===== src/rtl/servile_wb_rr_arbiter.sv =====
// Three-master round-robin Wishbone arbiter in front of the shared SRAM port.
// Grants one request at a time, holds the slave request steady, and force-completes hung slaves.
`timescale 1ns/1ps
module servile_wb_rr_arbiter #(
  parameter int aw      = 8,
  parameter int TIMEOUT = 64
) (
  input  logic          i_clk,
  input  logic          i_rst,
  input  logic [aw-3:0] i_m0_adr,
  input  logic [31:0]   i_m0_dat,
  input  logic [3:0]    i_m0_sel,
  input  logic          i_m0_we,
  input  logic          i_m0_stb,
  output logic [31:0]   o_m0_rdt,
  output logic          o_m0_ack,
  input  logic [aw-3:0] i_m1_adr,
  input  logic [31:0]   i_m1_dat,
  input  logic [3:0]    i_m1_sel,
  input  logic          i_m1_we,
  input  logic          i_m1_stb,
  output logic [31:0]   o_m1_rdt,
  output logic          o_m1_ack,
  input  logic [aw-3:0] i_m2_adr,
  input  logic [31:0]   i_m2_dat,
  input  logic [3:0]    i_m2_sel,
  input  logic          i_m2_we,
  input  logic          i_m2_stb,
  output logic [31:0]   o_m2_rdt,
  output logic          o_m2_ack,
  output logic [aw-3:0] o_s_adr,
  output logic [31:0]   o_s_dat,
  output logic [3:0]    o_s_sel,
  output logic          o_s_we,
  output logic          o_s_stb,
  input  logic [31:0]   i_s_rdt,
  input  logic          i_s_ack,
  output logic          o_timeout
);

  localparam int CW = (TIMEOUT > 1) ? $clog2(TIMEOUT) : 1;

  typedef enum logic {IDLE, BUSY} state_t;

  state_t        state, state_nxt;
  logic [1:0]    gnt, last, win;
  logic [CW-1:0] cnt;
  logic [2:0]    req;
  logic          tmo_hit, done, forced, ack_vld;
  logic [aw-3:0] win_adr;
  logic [31:0]   win_dat;
  logic [3:0]    win_sel;
  logic          win_we;

  assign req = {i_m2_stb, i_m1_stb, i_m0_stb};

  // Scan order starts just after the previous winner.
  always_comb begin
    win = 2'd0;
    case (last)
      2'd0:    win = req[1] ? 2'd1 : (req[2] ? 2'd2 : 2'd0);
      2'd1:    win = req[2] ? 2'd2 : (req[0] ? 2'd0 : 2'd1);
      default: win = req[0] ? 2'd0 : (req[1] ? 2'd1 : 2'd2);
    endcase
  end

  always_comb begin
    win_adr = i_m0_adr;
    win_dat = i_m0_dat;
    win_sel = i_m0_sel;
    win_we  = i_m0_we;
    case (win)
      2'd1: begin
        win_adr = i_m1_adr;
        win_dat = i_m1_dat;
        win_sel = i_m1_sel;
        win_we  = i_m1_we;
      end
      2'd2: begin
        win_adr = i_m2_adr;
        win_dat = i_m2_dat;
        win_sel = i_m2_sel;
        win_we  = i_m2_we;
      end
      default: ;
    endcase
  end

  generate
    if (TIMEOUT != 0) begin : g_tmo
      assign tmo_hit = (cnt == CW'(TIMEOUT - 1));
    end else begin : g_no_tmo
      assign tmo_hit = 1'b0;
    end
  endgenerate

  always_comb begin
    state_nxt = state;
    done      = 1'b0;
    forced    = 1'b0;
    case (state)
      IDLE: if (|req) state_nxt = BUSY;
      BUSY: begin
        if (i_s_ack || tmo_hit) begin
          done      = 1'b1;
          forced    = ~i_s_ack;
          state_nxt = IDLE;
        end
      end
      default: state_nxt = IDLE;
    endcase
  end

  always_ff @(posedge i_clk) begin
    if (i_rst) begin
      state   <= IDLE;
      gnt     <= 2'd0;
      last    <= 2'd2;
      cnt     <= '0;
      o_s_adr <= '0;
      o_s_dat <= '0;
      o_s_sel <= '0;
      o_s_we  <= 1'b0;
    end else begin
      state <= state_nxt;
      if (state == IDLE) begin
        if (|req) begin
          gnt     <= win;
          last    <= win;
          cnt     <= '0;
          o_s_adr <= win_adr;
          o_s_dat <= win_dat;
          o_s_sel <= win_sel;
          o_s_we  <= win_we;
        end
      end else if (!done) begin
        cnt <= cnt + 1'b1;
      end
    end
  end

  // A reset cycle aborts the transfer without acknowledging the master.
  assign ack_vld   = done & ~i_rst;
  assign o_s_stb   = (state == BUSY);
  assign o_timeout = forced & ~i_rst;

  assign o_m0_ack = ack_vld && (gnt == 2'd0);
  assign o_m1_ack = ack_vld && (gnt == 2'd1);
  assign o_m2_ack = ack_vld && (gnt == 2'd2);

  assign o_m0_rdt = (o_m0_ack && i_s_ack) ? i_s_rdt : 32'd0;
  assign o_m1_rdt = (o_m1_ack && i_s_ack) ? i_s_rdt : 32'd0;
  assign o_m2_rdt = (o_m2_ack && i_s_ack) ? i_s_rdt : 32'd0;

endmodule

===== config.mk =====
export PLATFORM = sky130hd
export DESIGN_NAME = servile_wb_rr_arbiter
export DESIGN_NICKNAME = d
export VERILOG_FILES = /design/src/rtl/servile_wb_rr_arbiter.sv
export SDC_FILE = /design/constraint.sdc
export NUM_CORES = 1
export LEC_CHECK = 0
export BUFFER_PORTS_ARGS = -buffer_cell sky130_fd_sc_hd__buf_2
export CORE_MARGIN = 1.5
export CORE_UTILIZATION = 25
export CTS_BUF_LIST = sky130_fd_sc_hd__clkbuf_8
export DETAILED_ROUTE_END_ITERATION = 10
export GPL_TIMING_DRIVEN = 1
export PLACE_DENSITY = 0.65
export SETUP_SLACK_MARGIN = 0.05
export SYNTH_ARGS = -nofsm -noshare
export SYNTH_HDL_FRONTEND = slang
export SYNTH_SLANG_ARGS = --single-unit

===== constraint.sdc =====
create_clock -name i_clk -period 2.9 [get_ports i_clk]
set_clock_uncertainty 0.2 [all_clocks]
set_input_delay 0.29 -clock i_clk [delete_from_list [all_inputs] [get_ports i_clk]]
set_output_delay 0.29 -clock i_clk [all_outputs]
set_load 0.03 [all_outputs]

== Yosys cells after proc, flatten, opt, wreduce, memory -nomap -nowiden ==
Cells that the tools add are included.

* $add $sub $neg: 1
* Eq/ne operators: 7
* Multiplexer cells: 24
* Bitwise operators: 5
* Reductions and logical operators: 13

{| class="wikitable"
|+ Operators by type and width
! cell !! count
|-
| 32-bit 2-to-1 mux || 3
|-
| 32-bit case mux with 2 select lines || 1
|-
| 6-bit 2-to-1 mux || 3
|-
| 6-bit case mux with 2 select lines || 1
|-
| 2-bit 2-to-1 mux || 5
|-
| 4-bit case mux with 2 select lines || 1
|-
| 1-bit 2-to-1 mux || 7
|-
| 6-bit by 1-bit adder with 6-bit output (second input constant) || 1
|-
| 2-bit by 1-bit equality test with 1-bit output (second input constant) || 3
|-
| 6-bit equality test (second input constant) || 1
|-
| 1-bit logical AND || 6
|-
| 2-bit equality test (second input constant) || 2
|-
| 2-bit logical NOT || 2
|-
| 1-bit case mux with 2 select lines || 2
|-
| 2-bit case mux with 2 select lines || 1
|-
| 2-bit AND reduction || 2
|-
| 1-bit NOT || 3
|-
| 3-bit OR reduction || 1
|-
| 1-bit bitwise AND || 2
|-
| 2-bit inequality test (second input constant) || 1
|-
| 2-bit nonzero test || 1
|-
| 1-bit logical OR || 1
|}

* Register bits: 54
* Input bits: 167
* Output and inout port bits: 144
* Logic and storage cells: 58

== Longest topological paths before layout ==
* Word-level depth: 8
* Gate-level depth with buffers: 11
* Depth with buffers taken out: 9

== Worst setup path before layout ==
OpenSTA, ideal clock, no wires.

* Kind: register to register
* From: register, netlist name gnt[0]
* To: register o_s_dat[10]
* Setup time: 0.065 ns
* Arrival: 2.046 ns
* Data required time: 2.635 ns
* Path slack: 0.589 ns
* Stages on the path, launching flop included: 11
* Path buffers: 2
* Period minus slack after synthesis: 2.311 ns
* Path through: dfxtp_1 > or3b_1 > a21oi_1 > a31oi_1 > ha_1 > buf_2 > buf_1 > nand2_1 > o21ai_0 > mux2i_1 > nor2_1

{| class="wikitable"
|+ RTL lines
! what !! line !! RTL
|-
| end signal, assigned || 132 || <nowiki>o_s_dat <= win_dat;</nowiki>
|-
| end, declared || 32 || <nowiki>output logic [31:0] o_s_dat,</nowiki>
|}

==> metrics.md <==
| Metric | Value |
|---|---|
| Global route total overflow | 0 |
| Top cell family by delay on the critical path | compound AO/OA/AOI/OAI gates |
| Maximum fanout count along the critical path | 43 |
| Number of nets still failing antenna checks after routing | 0 |
| Die boundary height | 122 µm |
| Proportion of synthesized chip area in sequential cells | 29.9% |
| CP startpoint kind | flip-flop |
| Layout cells sized above 1 | 43.7% |
| Number of CTS-inserted buffers | 5 |
| Type of the worst setup path | reg2reg |
| Wire length of the first global-routing pass | 18700 µm |
| Hold path startpoint | i_m0_dat[9] |
| Count of pins over their slew limit | 0 |
| Core footprint | 13900 µm² |
| Tightest slew margin relative to the limit | 49.3% |
| Number of DRC markers in iteration 0 | 107 |
| Site row count | 43 |
| Placed wire-length estimate after detailed placement | 10000 µm |
| Worst min-delay path class | in2reg |
| Pwr Total | 2.14 mW |
| Number of storage elements in the synthesis netlist | 53 |
| Via density per instance | 4.50 |
| Mean instance size in the synthesized netlist | 7.53 µm² |
| Clock Sinks | 53 |
| Worst slew pin tran | 0.759 ns |
| Unrepaired setup endpoints after global routing | false |
| Fill cell count | 1503 |
| Slowest cell on crit path | sky130_fd_sc_hd__ha_4 |
| Maximum number of pins on one net before global-route repair | 54 |
| Status | finished, final reports clean |
| Clock H-tree levels | 2 |
| Final total negative setup slack | 0 ns |
| Area growth, synth to finish | 50.3% |
| Crit path buffers/inverters | 0 |
| Final clock period utilization by the worst path | 84.1% |
| Total setup buffers inserted after CTS | 0 |
| Destination of the worst hold path | o_s_dat[9]$_SDFFE_PP0P_ |
| CTS tree | done |
| Number of buffers added to fix hold violations after cts | 0 |
| Final weighted congestion in routability-driven placement | 0.779 |
| Reg2reg setup slack | 0.46 ns |
| Number of gates resized after cts | 0 |
| Diodes inserted | 0 |
| Top achievable clock speed | 0.410 GHz |
| Drt total wl | 13000 µm |
| Post-synth cell types | 35 |
| Multi-input gate area in the final layout | 2320 µm² |
| Vias in the first global route | 3651 |
| Max IR drop VDD | 190 µV |
| Clock-pin slew of the registers on the worst-case setup and hold paths | 0.10 ns |
| R2r worst-path depth | 8 |
| Worst hold slack across all endpoints | 0.124 ns |
| Post-layout minimum cycle time | 2.44 ns |
| Summed instance area of the synthesized netlist | 3550 µm² |
| Clock latency on the worst-skew pair | 0.31 ns |
| Data arrival time at the worst-slack endpoint | 2.49 ns |
| Count of input and output buffers | 310 |
| Worst path max stage delay | 0.53 ns |
| Worst reg2reg startpoint | gnt[0]$_SDFFE_PP0P_ |
| Cell-by-cell trace of the critical path | nand2b_1 > a21oi_1 > a31oi_1 > ha_4 > a22oi_1 > o21ai_0 > mux2i_1 > nor2_1 |
| Total number of nets in the final design | 928 |
| FF-to-FF End | o_s_adr[0]$_SDFFE_PP0P_ |
| Width of the die | 122 µm |
| Initial Utilization | 25.6% |
| Warnings, synthesis | 0 |
| Count of unresolved DRC violations after routing | 0 |
| Global Route Usage Sum | 16.1% |
| Root buffer cell | sky130_fd_sc_hd__clkbuf_8 |
| I/O pin count | 311 |
| Clock tree buffer depth | 2 |
| Number of setup violations in the final report | 0 |
| Final routed wire length divided by cell count | 13.8 µm |
| Synth Net Count | 642 |
| 1st-pass router iterations | 4 |
| Initial antenna violation count | 1 |
| Power per cell area | 400 nW/µm² |
| Worst hold stages | 5 |
| Area of the die | 14900 µm² |
| Endpoint class of the critical path | flip-flop |
| Sequential standard cell area | 1060 µm² |
| Cell leakage power | 2.96 nW |
| Vias post-DR | 4230 |
| Crit path required time | 2.95 ns |
| Maximum Capacitance Violations | 0 |
| Post-synthesis cell count | 472 |
| Fin. Hold Viols | 0 |
==> layer usage <==
metal / wire (µm) / up-vias / track usage [%] / part of all wire, %
met3: 949 / 7 / 3.44 / 7.3
met1: 5120 / 1862 / 17.6 / 40
li1: - / 2176 / - / -
met2: 6780 / 183 / 31.4 / 52
met4: 100 / 2 / 3.27 / 0.77
met5: 13 / - / 0 / 0.10
==> registers in the layout, indices dropped and copies added, names as in the netlist <==
signal	count
last	1
o_s_adr	6
o_s_dat	32
cnt	6
gnt	2
o_s_we	1
o_s_stb	1
o_s_sel	4
==> final cells by class <==
| type | instances | share of cell area (%) |
|---|---|---|
| multi-input combinational | 377 | 43.4 |
| timing repair buffer | 318 | 30.6 |
| sequential | 53 | 19.9 |
| tap | 180 | 4.22 |
| clock buffer | 5 | 1.29 |
| clock inverter | 3 | 0.328 |
| inverter | 3 | 0.211 |
==> metrics by stage <==
stage | worst slack, ns | utilization, % | area, µm² | instances
final | 0.462 | 38.5 | 5340 | 939
after global routing | 0.138 | 38.5 | 5340 | 939
after CTS | 0.176 | 38.4 | 5330 | 939
after detailed placement | 0.189 | 37.8 | 5240 | 931
after global placement | 0.226 | 37.8 | 5240 | 931
after floorplan | 0.589 | - | 3550 | 472
==> worst max path at each step <==
stage	endpoint	cells past startpoint	startpoint	slack [ns]
2_1_floorplan	o_s_dat[10]$_SDFFE_PP0P_	10	gnt[0]$_SDFFE_PP0P_	0.59
5_1_grt	o_s_adr[0]$_SDFFE_PP0P_	8	gnt[0]$_SDFFE_PP0P_	0.14
4_1_cts	o_s_adr[0]$_SDFFE_PP0P_	8	gnt[0]$_SDFFE_PP0P_	0.18
3_5_place_dp	o_s_adr[0]$_SDFFE_PP0P_	8	gnt[0]$_SDFFE_PP0P_	0.19
6_report	o_s_adr[0]$_SDFFE_PP0P_	8	gnt[0]$_SDFFE_PP0P_	0.46
3_3_place_gp	o_s_adr[0]$_SDFFE_PP0P_	8	gnt[0]$_SDFFE_PP0P_	0.23
==> worst min-delay path: stages <==
cell                      delay (ns)
sky130_fd_sc_hd__buf_2          0.07
sky130_fd_sc_hd__nand2_1        0.04
sky130_fd_sc_hd__o21ai_0        0.06
sky130_fd_sc_hd__mux2i_1        0.07
sky130_fd_sc_hd__nor2_1         0.07
==> layout by cell type (no fill, tap or decap), types with 2 or more instances in the layout <==
cell type | netlist | final
sky130_fd_sc_hd__buf_2 | 18 | 310
sky130_fd_sc_hd__and2_1 | 96 | 96
sky130_fd_sc_hd__nor2_1 | 58 | 57
sky130_fd_sc_hd__dfxtp_1 | 53 | 53
sky130_fd_sc_hd__nand2_1 | 47 | 47
sky130_fd_sc_hd__a22oi_1 | 43 | 43
sky130_fd_sc_hd__mux2i_1 | 43 | 43
sky130_fd_sc_hd__o21ai_0 | 33 | 33
sky130_fd_sc_hd__o21ai_1 | 14 | 14
sky130_fd_sc_hd__nand2b_1 | 6 | 6
sky130_fd_sc_hd__a21oi_1 | 6 | 6
sky130_fd_sc_hd__buf_4 | 4 | 6
sky130_fd_sc_hd__clkbuf_8 | 0 | 5
sky130_fd_sc_hd__inv_1 | 3 | 4
sky130_fd_sc_hd__nand3_1 | 4 | 4
sky130_fd_sc_hd__nor3_1 | 3 | 3
sky130_fd_sc_hd__a31oi_1 | 2 | 2
sky130_fd_sc_hd__nor2b_1 | 2 | 2
sky130_fd_sc_hd__nor3_2 | 2 | 2
sky130_fd_sc_hd__a311oi_1 | 2 | 2
sky130_fd_sc_hd__buf_12 | 0 | 2
==> kinds of logic (layout without fill, tap and decap cells) <==
family                   count (synthesis)  after routing  share of synthesized area (%)
flip-flops                              53             53                           29.9
XOR/XNOR                                 1              1                          0.247
AO/OA/AOI/OAI                          105            105                           18.7
buffers and inverters                   42            329                           5.49
adder cells (fa/ha/maj)                  3              3                           1.06
AND/OR/NAND/NOR                        224            224                           32.3
multiplexers                            44             44                           12.4
==> Yosys cell counts, drive strengths merged <==
master   n  share of area [%]
or3b     1               0.25
nor2    58                6.1
a311oi   2               0.49
nand3    4               0.56
nor4b    1               0.25
a22oi   43                9.1
or2      1               0.18
a22o     1               0.25
and2    96                 17
xnor2    1               0.25
buf     24                3.6
nand2   47                5.0
nor3b    1               0.21
mux2     1               0.32
nand3b   1               0.21
o21a     1               0.21
inv      3               0.32
o21bai   1               0.21
a211oi   1               0.35
and2b    1               0.21
o21ai   47                6.6
ha       3                1.1
nor3     5               0.99
nand2b   6                1.1
a32oi    1               0.25
mux2i   43                 12
clkbuf  15                1.6
dfxtp   53                 30
nor2b    2               0.35
a31oi    2               0.35
a21oi    6               0.85
==> report_power, final <==
part | leakage [nW] | switching, mW | internal, mW
clock | 0.0497 | 0.253 | 0.169
sequential | 0.435 | 0.0406 | 0.800
combinational | 2.48 | 0.537 | 0.335
total | 2.96 | 0.831 | 1.30
No activity file was read; power rests on OpenSTA's default activity.
